**src/rtl/muldiv_ctrl.sv**
```systemverilog
// muldiv_ctrl: sequencing controller between the EX stage and the
// multi-cycle multiply/divide datapath. Owns the architectural HI/LO
// registers, issues MUL/DIV operations, serves MFHI/MFLO/MTHI/MTLO and
// stalls the pipeline on structural and HI/LO hazards. A flush squashes the
// presented request and drains any in-flight result without committing it.
//
// Optional feature: define MULDIV_ACC_EN to enable MADD/MADDU/MSUB/MSUBU
// (ops 9-12), which accumulate the datapath product into {HI,LO}. Without
// the macro those opcodes decode as NOP and no 64-bit adder is built.
module muldiv_ctrl (
  input  logic        clk,
  input  logic        reset,
  input  logic        req_valid,
  input  logic [3:0]  req_op,
  input  logic [31:0] req_src0,
  input  logic [31:0] req_src1,
  output logic        req_ready,
  input  logic        flush,
  output logic [31:0] rd_data,
  output logic        busy,
  output logic [31:0] md_src0,
  output logic [31:0] md_src1,
  output logic [1:0]  md_op,
  output logic        md_sign,
  output logic        md_in_valid,
  input  logic        md_in_ready,
  input  logic        md_out_valid,
  output logic        md_out_ready,
  input  logic [31:0] md_res0,
  input  logic [31:0] md_res1
);

  // Request opcodes as presented by the EX stage.
  localparam logic [3:0] OP_MULT  = 4'd1;
  localparam logic [3:0] OP_MULTU = 4'd2;
  localparam logic [3:0] OP_DIV   = 4'd3;
  localparam logic [3:0] OP_DIVU  = 4'd4;
  localparam logic [3:0] OP_MFHI  = 4'd5;
  localparam logic [3:0] OP_MFLO  = 4'd6;
  localparam logic [3:0] OP_MTHI  = 4'd7;
  localparam logic [3:0] OP_MTLO  = 4'd8;
`ifdef MULDIV_ACC_EN
  localparam logic [3:0] OP_MADD  = 4'd9;
  localparam logic [3:0] OP_MADDU = 4'd10;
  localparam logic [3:0] OP_MSUB  = 4'd11;
  localparam logic [3:0] OP_MSUBU = 4'd12;
`endif

  typedef enum logic [1:0] {
    IDLE  = 2'd0,
    BUSY  = 2'd1,
    DRAIN = 2'd2
  } state_t;

  state_t      state_reg, state_next;
  logic [31:0] hi_reg, hi_next;
  logic [31:0] lo_reg, lo_next;

  // Opcode decode results.
  logic is_mul, is_div, is_md;
  logic is_mfhi, is_mflo, is_mthi, is_mtlo;
  logic is_nop;

  // Request that is live this cycle: present, not squashed, not in reset.
  logic req_live;

  // 64-bit value committed to {HI,LO} when a result is consumed.
  logic [63:0] commit_val;

`ifdef MULDIV_ACC_EN
  logic op_acc, op_sub;
  logic acc_reg, acc_next;
  logic sub_reg, sub_next;
`endif

  // Operands go straight through to the datapath; it only samples them on issue.
  assign md_src0 = req_src0;
  assign md_src1 = req_src1;

  assign busy     = (state_reg != IDLE);
  assign req_live = req_valid & ~flush & reset;

  // Decode the presented opcode into class flags, datapath op and signedness.
  always_comb begin
    is_mul  = 1'b0;
    is_div  = 1'b0;
    is_mfhi = 1'b0;
    is_mflo = 1'b0;
    is_mthi = 1'b0;
    is_mtlo = 1'b0;
    md_sign = 1'b0;
`ifdef MULDIV_ACC_EN
    op_acc  = 1'b0;
    op_sub  = 1'b0;
`endif
    case (req_op)
      OP_MULT:  begin is_mul = 1'b1; md_sign = 1'b1; end
      OP_MULTU: begin is_mul = 1'b1; end
      OP_DIV:   begin is_div = 1'b1; md_sign = 1'b1; end
      OP_DIVU:  begin is_div = 1'b1; end
      OP_MFHI:  begin is_mfhi = 1'b1; end
      OP_MFLO:  begin is_mflo = 1'b1; end
      OP_MTHI:  begin is_mthi = 1'b1; end
      OP_MTLO:  begin is_mtlo = 1'b1; end
`ifdef MULDIV_ACC_EN
      OP_MADD:  begin is_mul = 1'b1; md_sign = 1'b1; op_acc = 1'b1; end
      OP_MADDU: begin is_mul = 1'b1; op_acc = 1'b1; end
      OP_MSUB:  begin is_mul = 1'b1; md_sign = 1'b1; op_acc = 1'b1; op_sub = 1'b1; end
      OP_MSUBU: begin is_mul = 1'b1; op_acc = 1'b1; op_sub = 1'b1; end
`endif
      default:  ;
    endcase
    md_op  = {is_div, is_mul};
    is_md  = is_mul | is_div;
    is_nop = ~(is_md | is_mfhi | is_mflo | is_mthi | is_mtlo);
  end

  // Value written to {HI,LO} when a result is consumed: plain product/quotient,
  // or the product accumulated into the HI/LO contents at result time.
  always_comb begin
`ifdef MULDIV_ACC_EN
    if (acc_reg) begin
      if (sub_reg) commit_val = {hi_reg, lo_reg} - {md_res1, md_res0};
      else         commit_val = {hi_reg, lo_reg} + {md_res1, md_res0};
    end else begin
      commit_val = {md_res1, md_res0};
    end
`else
    commit_val = {md_res1, md_res0};
`endif
  end

  // Next-state, HI/LO update and handshake outputs.
  always_comb begin
    state_next   = state_reg;
    hi_next      = hi_reg;
    lo_next      = lo_reg;
    req_ready    = 1'b1;
    rd_data      = 32'd0;
    md_in_valid  = 1'b0;
    md_out_ready = 1'b0;
`ifdef MULDIV_ACC_EN
    acc_next     = acc_reg;
    sub_next     = sub_reg;
`endif
    case (state_reg)
      IDLE: begin
        if (req_live) begin
          if (is_md) begin
            // Issue and acceptance happen together; stall until the datapath takes it.
            md_in_valid = 1'b1;
            req_ready   = md_in_ready;
            if (md_in_ready) begin
              state_next = BUSY;
`ifdef MULDIV_ACC_EN
              acc_next   = op_acc;
              sub_next   = op_sub;
`endif
            end
          end else if (is_mfhi) begin
            rd_data = hi_reg;
          end else if (is_mflo) begin
            rd_data = lo_reg;
          end else if (is_mthi) begin
            hi_next = req_src0;
          end else if (is_mtlo) begin
            lo_next = req_src0;
          end
        end
      end
      BUSY: begin
        md_out_ready = 1'b1;
        // Every HI/LO access and every new MUL/DIV waits for the result.
        if (req_live && !is_nop) req_ready = 1'b0;
        if (md_out_valid) begin
          state_next = IDLE;
          if (!flush) begin
            hi_next = commit_val[63:32];
            lo_next = commit_val[31:0];
          end
        end else if (flush) begin
          state_next = DRAIN;
        end
      end
      DRAIN: begin
        // Squashed operation still owns the datapath; swallow its result.
        md_out_ready = 1'b1;
        if (req_live && !is_nop) req_ready = 1'b0;
        if (md_out_valid) state_next = IDLE;
      end
      default: begin
        state_next = IDLE;
      end
    endcase
  end

  // State and architectural HI/LO registers.
  always_ff @(posedge clk or negedge reset) begin
    if (!reset) begin
      state_reg <= IDLE;
      hi_reg    <= 32'd0;
      lo_reg    <= 32'd0;
`ifdef MULDIV_ACC_EN
      acc_reg   <= 1'b0;
      sub_reg   <= 1'b0;
`endif
    end else begin
      state_reg <= state_next;
      hi_reg    <= hi_next;
      lo_reg    <= lo_next;
`ifdef MULDIV_ACC_EN
      acc_reg   <= acc_next;
      sub_reg   <= sub_next;
`endif
    end
  end

endmodule

```
**config.mk**
```make
export PLATFORM = sky130hd
export DESIGN_NAME = muldiv_ctrl
export DESIGN_NICKNAME = d
export VERILOG_FILES = /design/src/rtl/muldiv_ctrl.sv
export SDC_FILE = /design/constraint.sdc
export NUM_CORES = 1
export LEC_CHECK = 0
export ABC_AREA = 0
export ABC_CLOCK_PERIOD_IN_PS = 2700
export BUFFER_PORTS_ARGS = -buffer_cell sky130_fd_sc_hd__buf_4
export CAP_MARGIN = 20
export CELL_PAD_IN_SITES_DETAIL_PLACEMENT = 1
export CELL_PAD_IN_SITES_GLOBAL_PLACEMENT = 2
export CORE_MARGIN = 4
export CORE_UTILIZATION = 25
export CTS_CLUSTER_DIAMETER = 60
export DETAILED_ROUTE_END_ITERATION = 10
export PLACE_DENSITY_LB_ADDON = 0.1
export RECOVER_POWER = 50
export SLEW_MARGIN = 5
export SYNTH_ARGS = -nofsm -noshare
export SYNTH_HDL_FRONTEND = slang
export SYNTH_SLANG_ARGS = --single-unit
export TNS_END_PERCENT = 5
```
**constraint.sdc**
```tcl
create_clock -name clk -period 2.7 [get_ports clk]
set_clock_uncertainty 0.15 [all_clocks]
set_input_delay 0.27 -clock clk [delete_from_list [all_inputs] [get_ports clk]]
set_output_delay 0.27 -clock clk [all_outputs]
set_load 0.02 [all_outputs]
```
======== Word-level counts from Yosys, hierarchy flattened ========
Cells that the tools add are included.
cells by class
  add/subtract/negate cells ............... 0
  multipliers ............................. 0
  divide/modulo/power cells ............... 0
  $lt $le $gt $ge ......................... 0
  equality and inequality tests ........... 23
  shift-type cells ........................ 0
  muxes and demuxes ....................... 44
  bitwise operators ....................... 8
  reduce and logical (&&, ||, !) cells .... 11
operator list
  operator                                                          number
  32-bit 2-to-1 mux                                                 20
  32-bit one-hot mux with 2 select lines                            2
  2-bit != test (second input constant)                             12
  4-bit by 3-bit == test with 1-bit output (second input constant)  4
  1-bit 2-to-1 mux                                                  14
  2-bit 2-to-1 mux                                                  6
  9-bit AND reduction                                               1
  4-bit by 2-bit == test with 1-bit output (second input constant)  2
  8-bit AND reduction                                               1
  2-bit OR reduction                                                4
  2-bit one-hot mux with 3 select lines                             1
  1-bit OR                                                          5
  5-bit AND reduction                                               1
  4-bit by 1-bit == test with 1-bit output (second input constant)  1
  4-bit == test (second input constant)                             1
  2-bit nonzero test                                                2
  3-bit != test (second input constant)                             1
  1-bit bitwise AND                                                 2
  2-bit by 1-bit == test with 1-bit output (second input constant)  1
  2-bit == test (second input constant)                             1
  2-bit logical NOT                                                 1
  1-bit one-hot mux with 2 select lines                             1
  1-bit logical AND                                                 1
  1-bit inverter                                                    1
storage, ports and cells
  flip-flop bits (word level) ............. 66
  bits in latches ......................... 0
  memory bits (writable) .................. 0
  memory bits (read-only) ................. 0
  output and inout port bits .............. 103
  logic and storage cells ................. 89
  memories ................................ 0

======== Logic depth before layout (Yosys ltp) ========
Gate-level depths: netlist of the first run.
  word-level depth ........................ 11
  mapped depth ............................ 8
  depth with buffers taken out ............ 6

======== Worst setup path after synthesis of the first run ========
OpenSTA, ideal clock, no wires.
  kind .................................... reg2out
  start ................................... register state_reg[0]
  end ..................................... output port rd_data[0]
  data arrival time ....................... 1.803 ns
  required time ........................... 2.280 ns
  setup slack ............................. 0.477 ns
  stages on the path, launching flop included .. 9
  path buffers ............................ 3
  cell sequence ........................... dfrtp_1 > inv_1 > ha_1 > buf_2 > inv_1 > or2_0 > clkbuf_1 > buf_2 > nor2_1
on the way
  longest elaborated chain between the ends .. 2
ends and longest elaborated chain
  item                    RTL line  source
  start, declared         55        state_t state_reg, state_next;
  start signal, assigned  208       state_reg <= state_next;
  2-bit logical NOT       146       case (state_reg)
  32-bit 2-to-1 mux       146
  end, declared           19        output logic [31:0] rd_data,
Every way passes these cells.

======== Final worst setup path of the first run ========
  start ................................... register state_reg[0]
  end ..................................... output port rd_data[17]
The elaborated chain is that of the path after synthesis.

==> results.md, run 1 <==
* Area grow syn2layout at 27.2%
* CP Data Required Time at 2.28 ns
* Cell Rows at 48
* Die Area at 0.0202 sq mm
* Async set or reset register ratio after synthesis at 100%
* Power, Total at 4.66 mW
* Drt wl/cell at roughly 17 microns
* Reg2Reg Depth at 7
* Crit end category: output port
* R2R setup slack at about 0.53 ns
* Pwr Density at 815 mW/mm^2
* Top cells by area, synth: dfrtp_1 37%, mux2i_1 14%, buf_4 11%, a21oi_1 7.3%, inv_1 5.7%
* Yosys cell types at 36
* I/O pin count at 241
* Die W at 142 microns
* Final setup violation count at 0
* Gr ovfl total at 0
* Antenna cells at 0
* Top post-synthesis cells by count: 68 x inv_1, 66 x a21oi_1, 66 x buf_4, 66 x dfrtp_1, 65 x mux2i_1
* RSZ-0062 raised after global routing: false
* Worst-path fanout max at 32
* Share of cells above drive strength 1 at 30.0%
* Count leader, synth: inv_1
* Top cell type's share of synthesized area at 36.7%
* Clock period minus worst slack at 2.56 ns
* Final wirelength at about 14,000 microns
* Fmax at 391 MHz
* Mapped Area at 0.00450 sq mm
* Reg clk slew, reported paths at 0.06 ns
* Cells after synthesis at 500
* H-tree depth at 3
* Failing checks: max-capacitance violations, max-slew violations
* Tcrit/Tclk final at 94.8%
* Post-synth EDFFs at 0
* Core area at 0.0175 sq mm
* First-pass GRT wire length at 22,400 microns
* Data arrival time of the worst path at approximately 2.1 ns
* Final Slew Violations at 67
* Max-Cap Viols at 1
* Hold buffer count at cts at 0
* RR Startpoint: state_reg[0]
* # clock sinks at 66
* Fillers at just over 2,000
* Crit path kind: flop to output port
* Status: finished with violations
* CTS Buffer Depth at 2
* HPWL Detailed at 10,400 microns
* Routability-driven placement congestion ratio at 0.709
* Initial antenna violation count at 0
* CTS tree: yes
* CP cell instances: inv_1, ha_4, inv_1, or2_1, buf_4, nor2_1, buf_4
* Avg Vias per Cell at around 4.4
* Maximum vdd drop at 0.423 mV
* Vias in the first global route at 4,112
* Slew @ Worst Pin at 1.73 ns
* Setup bufs post-CTS at 0
* Syn. warnings at 0
* CP max stage delay at around 0.42 ns
* Synth area leader: dfrtp_1
* All-Layer GR Usage at 14.1%
* Seq/Total Area, Yosys at 36.7%
* CTS Buf Count at 9
* Residual DRC at 0
* Final hold vios at 0
* Drt pass-1 iters at 3
* Via count at 3,685
* Hold Path Sink: hi_reg[30]
* Hold path cells at 3
* Post-Syn Nets at approximately 640
* Type of the worst min-delay path: input port to flop
* Post-route ant nets at 0
* Initial Util at between 20% and 30%
* CTS root buf: clkbuf_16
* Reg-to-Reg End: lo_reg[4]
* Initial drt markers at 90
* Leakage at 2.60 nW
* Hold_sp: md_res1[30]
* Final #Nets at 742
* PortBufs at 176
* Die height at 142 microns
* Critical path startpoint category: flop
* Clk_lat worst skew at 0.33 ns
* Hold_ws at 0.0811 ns
* Synthesized area per cell at 9.00 sq um
* Yosys reg bits at 66
* Slew HR at -15.5%
* Pin count of the biggest net entering global routing at 67
* Synth Flop Type: dfrtp_1
* Final setup TNS at 0 ns
* Max stage delay cell, worst path: dfrtp_1
-- power by group --
part           total [mW]  leakage [nW]  switching, mW  internal (mW)
sequential           1.71         0.681          0.252           1.46
clock                1.16         0.140          0.432          0.731
combinational        1.79          1.78           1.05          0.740
total                4.66          2.60           1.74           2.93
-- area by class of cell --
| cell class | count | area [sq um] | area share (%) |
|---|---|---|---|
| multi-input cells | 267 | 1930 | 33.7 |
| flip-flops and latches | 66 | 1650 | 28.9 |
| repair buffers | 188 | 1310 | 22.9 |
| well taps | 225 | 282 | 4.92 |
| inverters | 68 | 255 | 4.46 |
| clock buffers | 10 | 239 | 4.18 |
| clock inverters | 5 | 55.1 | 0.962 |
-- placed cells by master, fill, tap and decap left out, drive strengths merged, types with 2 or more instances in the layout --
| cell type | instances |
|---|---|
| a211oi | 2 |
| a22oi | 32 |
| ha | 4 |
| nor2 | 35 |
| buf | 154 |
| mux2i | 65 |
| dfrtp | 66 |
| a31oi | 2 |
| inv | 68 |
| o21ai | 2 |
| nand3b | 4 |
| clkbuf | 44 |
| nand2b | 3 |
| a21oi | 66 |
| nor2b | 34 |
| nor3 | 2 |
| clkinvlp | 2 |
| clkinv | 2 |
-- per-stage QoR --
step	instance area (sq um)	setup WS, ns	instances	util [%]
after floorplan	4500	0.477	500	-
after global placement	5540	0.330	814	31.7
after detailed placement	5540	0.310	814	31.7
after CTS	5840	0.0455	829	33.4
after global routing	5720	0.0227	829	32.7
final	5720	0.140	829	32.7
-- layer usage --
metal | up-vias | GRT usage, % | wire [microns]
li1 | 1785 | - | -
met1 | 1761 | 17.9 | 6010
met2 | 122 | 23.5 | 6780
met3 | 17 | 4.67 | 1090
met4 | 0 | 3.03 | 121
met5 | - | 0 | 0
-- cell families (layout without fill, tap and decap cells) --
kind of cell | Yosys count | after routing | synth area share (%)
mux | 65 | 65 | 14.5
fa+ha+maj | 4 | 4 | 1.11
compound gates | 110 | 110 | 15.6
flops | 66 | 66 | 36.7
xor+xnor | 2 | 2 | 0.389
simple gates | 86 | 86 | 10.6
buf+inv | 167 | 271 | 21.1
-- critical path, delay by kind of cell (launching register included) --
family | cells | cell delay (ns)
adders and majority gates | 1 | 0.21
and+or+nand+nor | 2 | 0.47
buffers and inverters | 4 | 0.69
DFF | 1 | 0.42
-- worst max path at each step --
stage                       from           to  slack, ns  cells past startpoint
finish              state_reg[0]  rd_data[17]       0.14                      7
floorplan           state_reg[0]   rd_data[0]       0.48                      8
global placement       req_op[0]  rd_data[17]       0.33                      7
detailed placement  state_reg[1]  rd_data[17]       0.31                      7
global route        state_reg[0]  rd_data[17]       0.02                      7
CTS                 state_reg[1]  rd_data[17]       0.05                      7
-- timing repair --
action	in CTS	in global routing
pin swaps	0	0
endpoints found under the setup margin	4	8
gates resized for setup	1	1
cloned	0	0
(Power assumes the default switching activity.)
==> run 2: changes to the inputs <==
PLACE_DENSITY = 0.85   (was unset)
PLACE_DENSITY_LB_ADDON = unset   (was 0.1)
SKIP_CTS_REPAIR_TIMING = 1   (was unset)
==> results.md, run 2 (synthesis results as in run 1) <==
* Status: finished with violations
* Failing checks: max-capacitance violations, max-slew violations
* Leakage at 2.60 nW (-0.29%)
* Initial drt markers at 119 (+32%)
* Top delay family on crit path: buffers and inverters
* Maximum vdd drop at 0.349 mV (-17%)
* CTS root buf: clkbuf_16
* Pwr Density at 798 mW/mm^2 (-2.1%)
* Most frequent cells in the layout: 151 x buf_4, 68 x inv_1, 66 x a21oi_1, 66 x dfrtp_1, 65 x mux2i_1
* RSZ-0062 raised after global routing: false
* Area occupied by multi-input gates at 0.00193 sq mm (unchanged)
* Max stage delay cell, worst path: dfrtp_1
* Area grow syn2layout at 26.5%
* Final hold vios at 0 (unchanged)
* All-Layer GR Usage at 12.9% (-1.2 points)
* First-pass GRT wire length at 21,100 microns (-5.9%)
* Buffers & Inverters on Critical Path at 4 (unchanged)
* Core area at 0.0175 sq mm (unchanged)
* Die height at 142 microns (unchanged)
* Via count at 3,664 (-0.57%)
* Worst-path fanout max at 14 (-56%)
* CTS Buf Count at 9 (unchanged)
* Critical path startpoint category: flop
* Final Slew Violations at 67 (unchanged)
* Hold_ws at 0.0857 ns (+0.00459 ns)
* Hold_sp: md_res1[25]
* Post-route ant nets at 0 (unchanged)
* Clock period minus worst slack at 2.50 ns (-0.0580 ns)
* # clock sinks at 66 (unchanged)
* H-tree depth at 3 (unchanged)
* Residual DRC at 0 (unchanged)
* Vias in the first global route at 4,204 (+2.2%)
* Fin area at 0.00569 sq mm (-0.52%)
* Initial Util at 25.7% (unchanged)
* CTS Buffer Depth at 2 (unchanged)
* Gr ovfl total at 0 (unchanged)
* Final setup violation count at 0 (unchanged)
* Routability-driven placement congestion ratio at 0.787 (+11%)
* RR Startpoint: state_reg[0]
* Post-DP Area at 0.00553 sq mm (-0.14%)
* Register Area at 0.00165 sq mm (unchanged)
* Slew @ Worst Pin at 1.68 ns (-0.0494 ns)
* Avg Vias per Cell at 4.43 (-0.45%)
* Type of the worst min-delay path: input port to flop
* PortBufs at 176 (unchanged)
* Max-Cap Viols at 1 (unchanged)
* Data arrival time of the worst path at 2.08 ns (-0.06 ns)
* I/O pin count at 241 (unchanged)
* Crit path kind: flop to output port
* Fmax at 400 MHz (+2.3%)
* Tcrit/Tclk final at 92.7% (-2.1 points)
* Cell Rows at 48 (unchanged)
* Final wirelength at 12,900 microns (-7.7%)
* Die Area at 0.0202 sq mm (unchanged)
* Crit end category: output port
* Drt pass-1 iters at 4 (+1)
* Fillers at 2,083 (+1.2%)
* Die W at 142 microns (unchanged)
* CTS tree: yes
* Reg clk slew, reported paths at 0.05 ns (about the same)
* Drt wl/cell at 15.6 microns (-7.6%)
* Clk_lat worst skew at 0.33 ns (about the same)
* Share of cells above drive strength 1 at 29.7% (-0.28 points)
* CP max stage delay at 0.40 ns (-0.02 ns)
* CP Data Required Time at 2.28 ns (about the same)
* Initial antenna violation count at 0 (unchanged)
* Final setup TNS at 0 ns (unchanged)
* Worst setup path startpoint: state_reg[1]
* Final #Nets at 741 (-0.13%)
* HPWL Detailed at 9910 microns (-4.7%)
* Pin count of the biggest net entering global routing at 67 (unchanged)
* CP cell instances: inv_1, ha_4, inv_1, or2_1, buf_4, nor2_1, buf_4
* Slew HR at -12.2% (+3.3 points)
* Most common cell after layout, fill and taps aside: buf_4
* Antenna cells at 0 (unchanged)
run 2: changes by cell type in the layout (fill, tap and decap cells not counted), sizes merged:
cell	delta
buf	-1
bufinv	-1
clkbuf	+2
clkinv	+1
clkinvlp	-2
run 2: worst paths after layout:
kind	to	slack (ns)	cells after the start
max	rd_data[22]	0.20	7
min in group asynchronous	hi_reg[8]	0.44	2
min reg2reg	lo_reg[11]	0.37	2
max in group asynchronous	lo_reg[2]	0.90	2
min	hi_reg[25]	0.09	3
max reg2reg	lo_reg[3]	0.52	7
run 2: area by class of cell:
| cell class | count | area share [%] |
|---|---|---|
| Sequential cell | 66 | 29.0 |
| Inverter | 68 | 4.48 |
| Clock buffer | 12 | 4.51 |
| Multi-Input combinational cell | 267 | 33.9 |
| Clock inverter | 3 | 0.264 |
| Tap cell | 225 | 4.95 |
| Timing Repair Buffer | 187 | 22.9 |
run 2: report_power, final:
part	internal [mW]	switching, mW	leakage [nW]
registers	1.46	0.249	0.681
clock network	0.661	0.401	0.138
logic	0.731	1.05	1.78
total	2.85	1.70	2.60
run 2: through the flow:
stage	util [%]	setup slack (ns)	power [mW]	instances
floorplan	-	0.477	3.00	500
global placement	31.7	0.408	3.38	813
detailed placement	31.7	0.261	3.52	813
CTS	33.2	-0.100	4.63	828
global route	32.6	0.0758	4.95	828
finish	32.6	0.198	4.54	828
run 2: worst register-to-register path, cell delays in order (launching register included):
cell       delay, ns
dfrtp_1         0.42
inv_1           0.13
ha_4            0.23
nand3b_1        0.10
o2bb2ai_1       0.17
a211oi_4        0.28
buf_4           0.36
mux2i_1         0.25
run 2: routing by layer:
metal / track usage (%) / wire (microns)
met2: 22.7 / 6610
met4: 3.28 / 117
met1: 15.7 / 5350
met5: 0 / 0
met3: 3.46 / 848
==> run 3: changes to the inputs <==
--- a/config.mk
+++ b/config.mk
@@ -13,3 +13,3 @@
 export CELL_PAD_IN_SITES_GLOBAL_PLACEMENT = 2
-export CORE_MARGIN = 4
+export CORE_MARGIN = 5
 export CORE_UTILIZATION = 25
--- a/constraint.sdc
+++ b/constraint.sdc
@@ -4,2 +4,2 @@
 set_output_delay 0.27 -clock clk [all_outputs]
-set_load 0.02 [all_outputs]
+set_load 0.005 [all_outputs]
==> results.md, run 3 (synthesis results as in run 1) <==
* I/O pin count at 241 (unchanged)
* PortBufs at 176 (unchanged)
* CTS Buffer Depth at 2 (unchanged)
* Die height at 144 microns (+1.4%)
* Final #Nets at 744 (+0.40%)
* Pin count of the biggest net entering global routing at 54 (-19%)
* Placed insts at 819 (+0.74%)
* Area grow syn2layout at 29.4%
* Max-Cap Viols at 0 (-1)
* HPWL Detailed at 10,300 microns (+3.8%)
* Routability-driven placement congestion ratio at 0.725 (-7.9%)
* RSZ-0062 raised after global routing: false
* All-Layer GR Usage at 12.3% (-0.67 points)
* First-pass GRT wire length at 20,500 microns (-2.5%)
* H-tree depth at 3 (unchanged)
* Leakage at 2.72 nW (+4.7%)
* CTS tree: yes
* Register Area at 0.00165 sq mm (unchanged)
* Initial drt markers at 88 (-26%)
* Fmax at 391 MHz (-2.1%)
* Core area at 0.0178 sq mm (+2.1%)
* Final hold vios at 0 (unchanged)
* Type of the worst min-delay path: input port to flop
* Hold_ws at 0.0875 ns (+0.00185 ns)
* Final setup TNS at 0 ns (unchanged)
* Crit end category: output port
* Post-route ant nets at 0 (unchanged)
* Gr ovfl total at 0 (unchanged)
* CP Data Required Time at 2.28 ns (about the same)
* Clk_lat worst skew at 0.32 ns (about the same)
* Cell Rows at 49 (+2.1%)
* Slew HR at 39.7% (+52 points)
* Drt pass-1 iters at 4 (unchanged)
* Tcrit/Tclk final at 94.6% (+2.0 points)
* Initial Util at 25.2% (-0.53 points)
* Maximum vdd drop at 0.276 mV (-21%)
* Reg clk slew, reported paths at 0.06 ns (about the same)
* Share of cells above drive strength 1 at 35.3% (+5.6 points)
* Slew @ Worst Pin at 0.905 ns (-0.778 ns)
* Crit path kind: input port to output port
* # clock sinks at 66 (unchanged)
* Area occupied by multi-input gates at 0.00192 sq mm (-0.52%)
* Critical path startpoint category: input port
* Initial antenna violation count at 0 (unchanged)
* Final setup violation count at 0 (unchanged)
* Antenna cells at 0 (unchanged)
* CTS Buf Count at 9 (unchanged)
* Status: complete, no violations
* Via count at 3,722 (+1.6%)
* Final instance count without filler cells at 836 (+0.97%)
* Final Slew Violations at 0 (-100%)
* Die W at 144 microns (+1.4%)
* Most frequent cells in the layout: 155 x buf_4, 68 x inv_1, 66 x a21oi_1, 66 x dfrtp_1, 65 x mux2i_1
* Clock period minus worst slack at 2.55 ns (+0.0527 ns)
* Final wirelength at 13,000 microns (+0.80%)
* Data arrival time of the worst path at 2.13 ns (+0.05 ns)
* Residual DRC at 0 (unchanged)
* Avg Vias per Cell at 4.45 (+0.61%)
* Pwr Density at 781 mW/mm^2 (-2.2%)
* Most common cell after layout, fill and taps aside: buf_4
* Vias in the first global route at 4,091 (-2.7%)
* Drt wl/cell at 15.6 microns (-0.17%)
* CTS root buf: clkbuf_16
* Die Area at 0.0208 sq mm (+2.8%)
* Worst-path fanout max at 4 (-10)
* Fillers at 2,078 (-0.24%)
==> run 3: critical path, cell delays in order <==
cell and delay [ns]:
dlygate4sd3_1 0.53, buf_4 0.14, nand3b_1 0.11, or4_2 0.68, o21ai_0 0.17, nand3b_1 0.09, buf_4 0.14
==> run 3: through the flow <==
step                instance area (sq um)  total power, mW  setup WS (ns)  util (%)
floorplan                            4500             2.88          0.686         -
global placement                     5530             3.31          0.321      31.0
detailed placement                   5530             3.45          0.282      31.0
CTS                                  5820             4.64         0.0924      32.6
global route                         5820             4.93        0.00188      32.6
finish                               5820             4.55          0.146      32.6
==> run 3: cell type report <==
class	count	share of cell area, %
Clock buffer	9	3.87
Clock inverter	7	1.20
Inverter	68	4.38
Multi-Input combinational cell	267	33.0
Sequential cell	66	28.4
Tap cell	229	4.92
Timing Repair Buffer	190	24.3
==> run 3: metal layers <==
| metal | wire length [microns] | share of wire, % | GRT usage, % |
|---|---|---|---|
| met1 | 5470 | 42 | 15.0 |
| met2 | 6490 | 50 | 21.5 |
| met3 | 890 | 6.8 | 2.84 |
| met4 | 178 | 1.4 | 3.63 |
| met5 | 0 | 0 | 0 |
==> run 3: final timing paths <==
| kind | from | endpoint | slack [ns] | depth (start not counted) |
|---|---|---|---|---|
| max | reset | req_ready | 0.15 | 7 |
| min | md_res1[15] | hi_reg[15] | 0.09 | 3 |
| max reg2reg | state_reg[0] | lo_reg[20] | 0.42 | 8 |
| min reg2reg | hi_reg[17] | hi_reg[17] | 0.37 | 2 |
| max in group asynchronous | reset | hi_reg[23] | 1.21 | 3 |
| min in group asynchronous | reset | lo_reg[8] | 0.57 | 3 |
==> run 3: report_power, final <==
part	internal (mW)	switching (mW)
clock	0.712	0.439
sequential	1.46	0.262
combinational	0.727	0.952
total	2.89	1.65
